==> src/rtl/fetch_pkg.sv <==
// Shared encodings for the instruction-fetch stage: FSM state codes and
// the instruction constants that fetch_unit and its neighbours agree on.
package fetch_pkg;

  localparam logic [1:0] S_FETCH = 2'd0;
  localparam logic [1:0] S_EXEC  = 2'd1;
  localparam logic [1:0] S_HALT  = 2'd2;

  localparam logic [31:0] NOP_INSTR = 32'h0000_0013;
  localparam logic [6:0]  OPC_LOAD  = 7'b0000011;

endpackage

==> src/rtl/fetch_pc_next_sel.sv <==
// Next-PC selection for the fetch stage: sequential pc+4 or a redirect
// target, plus the word-alignment check on that target.
module pc_next_sel (
  input  logic [31:0] pc,
  input  logic        redirect_valid,
  input  logic [31:0] redirect_target,
  output logic [31:0] next_pc,
  output logic        misaligned
);

  always_comb begin
    next_pc    = redirect_valid ? redirect_target : (pc + 32'd4);
    misaligned = redirect_valid && (redirect_target[1:0] != 2'b00);
  end

endmodule

==> src/rtl/fetch_unit.sv <==
// Instruction-fetch stage: owns the PC, drives instruction memory and presents
// the current instruction. Optional perf counters under FETCH_PERF_CNT_EN.
//
// state   | meaning
// S_FETCH | imem_req high, waiting for imem_ready (bounded by FETCH_TIMEOUT)
// S_EXEC  | instruction held for decode; advance/redirect when pc_enable
// S_HALT  | misaligned redirect or bus timeout; only rst leaves
module fetch_unit
  import fetch_pkg::*;
#(
  parameter logic [31:0] RESET_PC      = 32'h0000_0000,
  parameter int          FETCH_TIMEOUT = 16
) (
  input  logic        clk,
  input  logic        rst,
  input  logic        pc_enable,
  input  logic        redirect_valid,
  input  logic [31:0] redirect_target,
  output logic        imem_req,
  output logic [31:0] imem_addr,
  input  logic [31:0] imem_rdata,
  input  logic        imem_ready,
  output logic [31:0] pc,
  output logic [31:0] pc_plus4,
  output logic [31:0] instr,
  output logic [6:0]  opcode,
  output logic        instr_valid,
  output logic        misalign_err,
  output logic        bus_err
`ifdef FETCH_PERF_CNT_EN
  ,
  output logic [31:0] stall_cycles,
  output logic [31:0] retired
`endif
);

  localparam int CNT_W = $clog2(FETCH_TIMEOUT);
  localparam logic [CNT_W-1:0] TMO_LAST = CNT_W'(FETCH_TIMEOUT - 1);

  logic [1:0]       state;
  logic [31:0]      ir;
  logic [CNT_W-1:0] fetch_cnt;
  logic [31:0]      next_pc;
  logic             misaligned;

  pc_next_sel u_pc_next_sel (
    .pc              (pc),
    .redirect_valid  (redirect_valid),
    .redirect_target (redirect_target),
    .next_pc         (next_pc),
    .misaligned      (misaligned)
  );

  always_ff @(posedge clk) begin
    if (rst) begin
      state        <= S_FETCH;
      pc           <= RESET_PC;
      ir           <= NOP_INSTR;
      fetch_cnt    <= '0;
      misalign_err <= 1'b0;
      bus_err      <= 1'b0;
    end else begin
      case (state)
        S_FETCH: begin
          if (imem_ready) begin
            ir    <= imem_rdata;
            state <= S_EXEC;
          end else if (fetch_cnt == TMO_LAST) begin
            bus_err <= 1'b1;
            state   <= S_HALT;
          end else begin
            fetch_cnt <= fetch_cnt + 1'b1;
          end
        end
        S_EXEC: begin
          // Without pc_enable the instruction is held, redirect included.
          if (pc_enable) begin
            if (misaligned) begin
              misalign_err <= 1'b1;
              state        <= S_HALT;
            end else begin
              pc        <= next_pc;
              fetch_cnt <= '0;
              state     <= S_FETCH;
            end
          end
        end
        S_HALT:  state <= S_HALT;
        default: state <= S_HALT;
      endcase
    end
  end

`ifdef FETCH_PERF_CNT_EN
  always_ff @(posedge clk) begin
    if (rst) begin
      stall_cycles <= '0;
      retired      <= '0;
    end else if (state == S_EXEC) begin
      if (!pc_enable) begin
        stall_cycles <= stall_cycles + 32'd1;
      end else if (!misaligned) begin
        retired <= retired + 32'd1;
      end
    end
  end
`endif

  always_comb begin
    imem_req    = (state == S_FETCH);
    imem_addr   = pc;
    instr_valid = (state == S_EXEC);
    instr       = instr_valid ? ir : NOP_INSTR;
    opcode      = instr[6:0];
    pc_plus4    = pc + 32'd4;
  end

endmodule

==> config.mk <==
export PLATFORM = sky130hd
export DESIGN_NAME = fetch_unit
export DESIGN_NICKNAME = d
export VERILOG_FILES = /design/src/rtl/fetch_pkg.sv /design/src/rtl/fetch_pc_next_sel.sv /design/src/rtl/fetch_unit.sv
export SDC_FILE = /design/constraint.sdc
export NUM_CORES = 1
export LEC_CHECK = 0
export BUFFER_PORTS_ARGS = -buffer_cell sky130_fd_sc_hd__clkbuf_2
export CAP_MARGIN = 20
export CORE_UTILIZATION = 45
export DETAILED_ROUTE_END_ITERATION = 12
export PLACE_DENSITY = 0.8
export SYNTH_ARGS = -nofsm -noshare
export SYNTH_HDL_FRONTEND = slang
export SYNTH_SLANG_ARGS = --single-unit
==> constraint.sdc <==
create_clock -name clk -period 6.4 [get_ports clk]
set_input_delay 1.28 -clock clk [delete_from_list [all_inputs] [get_ports clk]]
set_output_delay 1.28 -clock clk [all_outputs]
set_load 0.02 [all_outputs]
==> Word-level counts from Yosys, hierarchy flattened <==
Cells that the tools add are included.
{ "op_classes": {"n_addsub": 2, "mul": 0, "n_div": 0, "n_lt_le_gt_ge": 0, "n_eq_ne": 7, "shift": 0, "mux": 12, "bitwise": 2, "reduce_logical": 10} }
{ "op_table": {"columns": ["op", "count"], "rows": [
  ["$mux 32", 2],
  ["$add 32x3->32 const B", 1],
  ["$mux 4", 4],
  ["$reduce_and 3->1", 3],
  ["$mux 2", 4],
  ["$ne 2x2->1 const B", 4],
  ["$pmux 4 s2", 1],
  ["$reduce_and 5->1", 1],
  ["$add 4x1->4 const B", 1],
  ["$eq 4x4->1 const B", 1],
  ["$pmux 2 s2", 1],
  ["$reduce_and 2->1", 2],
  ["$reduce_bool 2->1", 2],
  ["$ne 3x1->1 const B", 1],
  ["$eq 2x1->1 const B", 1],
  ["$logic_not 2->1", 1],
  ["$not 1->1", 2],
  ["$logic_and 1x1->1", 1]
]} }
{ "totals": {"regBits": 72, "latch_bits": 0, "ramBits": 0, "mem_bits_ro": 0, "inputBits": 69, "out_inout_bits": 139, "elab_cells": 39, "mem_count": 0} }

==> Longest topological paths before layout <==
{ "depth": {"depth_word": 5, "depth_mapped": 7, "ltp_nobuf": 6} }

==> Modules after synthesis <==
Synthesis repeated with hierarchy kept, for this count alone.
{ "unflattened": {"hier_cells": 655, "hier_area_um2": 4703.3} }
{ "by_module_without_submodules": {"columns": ["module", "instances", "cells_each", "area_per_inst_um2", "seq_area_each_um2"], "rows": [
  ["fetch_unit", 1, 490, 3682.3, 1441.4],
  ["pc_next_sel", 1, 165, 1021.0, 0.0]
]} }

==> Worst setup path after synthesis <==
OpenSTA, ideal clock, no wires.
{ "synth_path": {"path_type": "reg-to-output", "start": "register pc[2], in the netlist imem_addr[2]", "end": "output port pc_plus4[22]", "arrival_ps": 2086, "path_slack_ps": 3034, "stages_incl_launch_ff": 7, "cell_sequence": "dfxtp_1 ha_1 nand3_1 nor4_4 and2_2 nand3_1 xnor2_1"} }
{ "synth_between": {"elab_chain_cells": 1} }
{ "synth_rtl": {"columns": ["item", "line_no", "source"], "rows": [
  ["from (decl)", "fetch_unit.sv:23", "output logic [31:0] pc,"],
  ["from (signal assigned)", "fetch_unit.sv:82", "pc <= next_pc;"],
  ["$add 32x3->32", "fetch_unit.sv:115", "pc_plus4 = pc + 32'd4;"],
  ["to (decl)", "fetch_unit.sv:24", "output logic [31:0] pc_plus4,"]
]} }
No other way between the ends.

==> Worst setup path after layout <==
{ "layout_path": {"start": "register pc[6], in the netlist imem_addr[6]", "end": "output port pc_plus4[29]"} }
Same word-level chain as after synthesis.

==> flow_summary.ini <==
[clock_tree]
cts_tree = built
path_clk_slew_ns = 0.08
ctsResizeCount = 0
cts_setup_buffers = 0
cts-root-buf = clkbuf_8
clkLatencyLatePin_ns = 0.35
cts.sinks = 72
cts_buffer_depth = 2
hold_buffers = 0
cts_buffers = 9
h-tree-depth = 3

[hold_path]
worstHoldPathType = reg -> reg
hold_start = ir[28]$_SDFFE_PP0N_

[run_status]
outcome = finished, final reports clean

[cells_and_area]
syn_to_final_growth_pct = 25.4
multiInputGateArea_um2 = 2120
n_fill_cell = 819
diodes = 0
drive_gt1_share_pct = 35.6
layout.nets = 741
seq_area_um2 = 1440

[global_route]
grt_util_all_layers_pct = 24.7
antenna_found_initial = 0
grt_max_degree = 41
grt_pass1_vias = 3703
grt_pass1_wl_um = 17500
grt_overflow = 0

[timing]
max_slew.worst_pin.slew_ns = 1.08
finalCritPeriodShare_pct = 62.1
slew-limit-headroom_pct = 28.1
setup_viol = 0
slew_viol_final = 0
final.min_clock_period_ns = 3.97
skew_ns = 0.00760
fmax_mhz = 252
tns_ns = 0
finalHoldViolations = 0
grt_setup_unrepaired = no

[placement]
hpwl_um = 8660
gp_congestion = 0.866
portBuffers = 207

[synth]
syn-num-nets = 587
synth-seq-cells = 72
synth_async_sr_flop_share_pct = 0
synth_area_per_cell_um2 = 7.75
synth_flop_cell = dfxtp_1
yosys_warnings = 0
syn_inst = 516
synth_cell_types = 50
synth-seq-area-share_pct = 36.1
synth_edf_count = 0
synthesis.area_um2 = 4000

[power]
pwr_density_cell_nw_per_um2 = 201
cellLeakagePower_nw = 2.39
p_total_mw = 1.01
max-vdd-ir-drop_mv = 0.118

[route]
finalWirelength_um = 11800
drc = 0
vias_per_cell = 5.39
firstDrtPassIters = 5
wl_per_cell_um = 15.1
first_iter_violations = 185
final_antenna_net_count = 0
vias = 4218

[floorplanning]
ioPinCount = 208
die_y_um = 96.3
fp.coreArea_um2 = 8680
start_util_pct = 46.1
die_area_um2 = 9260
die_w_um = 96.3
num_rows = 34

[worst_setup_path]
critical_path.slowest_cell = nor2_1
r2r-end = imem_addr[16]$_SDFFE_PP0P_
crit_path_start = imem_addr[6]$_SDFFE_PP0P_
cp-end-kind = output port
critPathLaunchType = register
crit_required_ns = 5.12
cp-endpoint = pc_plus4[29]
reg2reg_setup_slack_ns = 3.90
r2r-start = state[0]$_SDFFE_PP0P_
worstPathArrival_ns = 2.69
r2r_cells = 6
critPathMaxStageDelay_ns = 0.90
crit_path_cell_trace = nand3_1 > nor2_1 > nand4_1 > xnor2_1 > clkbuf_2
path_class = reg -> out
crit_fanout = 15

[flow_run]
maxCapViolCount = 0
-- flip-flops by register name, summed over array words and instances (netlist names) --
| name | count |
|---|---|
| fetch_cnt | 4 |
| misalign_err | 1 |
| imem_addr | 32 |
| ir | 32 |
| bus_err | 1 |
| state | 2 |
-- layer usage --
| layer | GRT usage [%] | wire, µm | up-vias | share of wire, % |
|---|---|---|---|---|
| met5 | 0 | 0 | - | 0 |
| met4 | 10.2 | 181 | 0 | 1.5 |
| met3 | 6.87 | 872 | 19 | 7.4 |
| met2 | 41.1 | 5870 | 199 | 50 |
| met1 | 29.9 | 4910 | 1956 | 41 |
| li1 | - | - | 2044 | - |
-- final cells by class --
| cell class | count | share of cell area, % |
|---|---|---|
| Clock inverter | 7 | 1.45 |
| Tap cell | 108 | 2.70 |
| Sequential cell | 72 | 28.7 |
| Timing Repair Buffer | 212 | 22.0 |
| Inverter | 5 | 0.374 |
| Multi-Input combinational cell | 370 | 42.3 |
| Clock buffer | 9 | 2.47 |
-- worst min path at each step --
stage | cells after the start | to | slack [ns]
after floorplan | 2 | ir[0]$_SDFFE_PP1N_ | 0.43
after global placement | 2 | ir[31]$_SDFFE_PP0N_ | 0.44
after CTS | 2 | ir[28]$_SDFFE_PP0N_ | 0.45
final | 2 | ir[28]$_SDFFE_PP0N_ | 0.45
after global routing | 2 | ir[28]$_SDFFE_PP0N_ | 0.47
after detailed placement | 2 | ir[28]$_SDFFE_PP0N_ | 0.44
-- critical path: cells and delay by family, from the launching register on --
| kind | cells | cell delay (ns) |
|---|---|---|
| simple gates | 3 | 1.41 |
| buf+inv | 1 | 0.22 |
| xor+xnor | 1 | 0.27 |
| flops | 1 | 0.45 |
-- stage by stage --
step | cell area, µm² | instances | hold WS (ns) | setup slack (ns) | util (%)
after floorplan | 4000 | 516 | 0.431 | 3.03 | -
after global placement | 4770 | 765 | 0.437 | 2.89 | 55.0
after detailed placement | 4770 | 765 | 0.442 | 2.79 | 55.0
after CTS | 4970 | 781 | 0.454 | 2.41 | 57.3
after global routing | 5010 | 783 | 0.472 | 2.19 | 57.8
final | 5010 | 783 | 0.452 | 2.43 | 57.8
-- cell usage after synthesis (2+ instances only) --
| cell type | n | area share (%) |
|---|---|---|
| a211oi_1 | 2 | 0.38 |
| a21o_1 | 4 | 0.75 |
| a21oi_1 | 43 | 5.4 |
| a221oi_1 | 3 | 0.66 |
| a22o_1 | 2 | 0.44 |
| a22oi_1 | 4 | 0.75 |
| a31oi_1 | 9 | 1.4 |
| a32oi_1 | 2 | 0.44 |
| a41oi_1 | 2 | 0.44 |
| and2_1 | 31 | 4.9 |
| and3_1 | 8 | 1.3 |
| buf_2 | 5 | 0.63 |
| buf_4 | 41 | 7.7 |
| clkbuf_1 | 22 | 2.1 |
| dfxtp_1 | 72 | 36 |
| ha_1 | 2 | 0.63 |
| inv_1 | 5 | 0.47 |
| nand2_1 | 94 | 8.8 |
| nand2b_1 | 5 | 0.78 |
| nand3_1 | 15 | 1.9 |
| nand4_1 | 10 | 1.6 |
| nor2_1 | 29 | 2.7 |
| nor2b_1 | 4 | 0.63 |
| nor3_1 | 12 | 1.5 |
| nor3b_1 | 2 | 0.38 |
| nor4_1 | 2 | 0.31 |
| nor4_4 | 2 | 1.1 |
| o21ai_0 | 23 | 2.9 |
| o22ai_1 | 2 | 0.31 |
| o2bb2ai_1 | 2 | 0.44 |
| o311ai_0 | 4 | 0.88 |
| o311ai_1 | 4 | 0.88 |
| or2_2 | 2 | 0.31 |
| or3_1 | 3 | 0.47 |
| xnor2_1 | 22 | 4.8 |
| xor2_1 | 8 | 1.8 |
-- cell usage in the layout, fill, tap and decap left out, types with 2 or more instances in the layout --
cell type	synthesis	final
a211oi_1	2	2
a21o_1	4	4
a21oi_1	43	43
a221oi_1	3	3
a22o_1	2	2
a22oi_1	4	4
a31oi_1	9	9
a32oi_1	2	2
a41oi_1	2	2
and2_1	31	31
and3_1	8	8
buf_4	41	3
clkbuf_2	0	207
clkbuf_8	0	9
clkinv_2	0	2
clkinv_4	0	2
clkinvlp_4	0	2
dfxtp_1	72	72
ha_1	2	2
inv_1	5	5
nand2_1	94	94
nand2b_1	5	5
nand3_1	15	15
nand4_1	10	10
nor2_1	29	29
nor2b_1	4	3
nor3_1	12	12
nor3b_1	2	2
nor4_1	2	2
nor4_4	2	2
o21ai_0	23	23
o22ai_1	2	2
o2bb2ai_1	2	2
o311ai_0	4	4
o311ai_1	4	4
or2_2	2	2
or3_1	3	3
xnor2_1	22	22
xor2_1	8	8
-- power by group --
part           total [mW]  switching (mW)  internal (mW)  leakage, nW
clock               0.364           0.185          0.180       0.0952
sequential          0.487          0.0190          0.469        0.587
combinational       0.158          0.0980         0.0602         1.71
-- cell families after synthesis --
group / count (synthesis) / share of synthesized area, %
compound gates: 108 / 16.5
xor+xnor: 30 / 6.57
fa+ha+maj: 2 / 0.626
buf+inv: 74 / 11.0
flops: 72 / 36.1
mux: 1 / 0.250
simple gates: 229 / 29.1
Note: power is estimated with default switching activity, not from simulation.
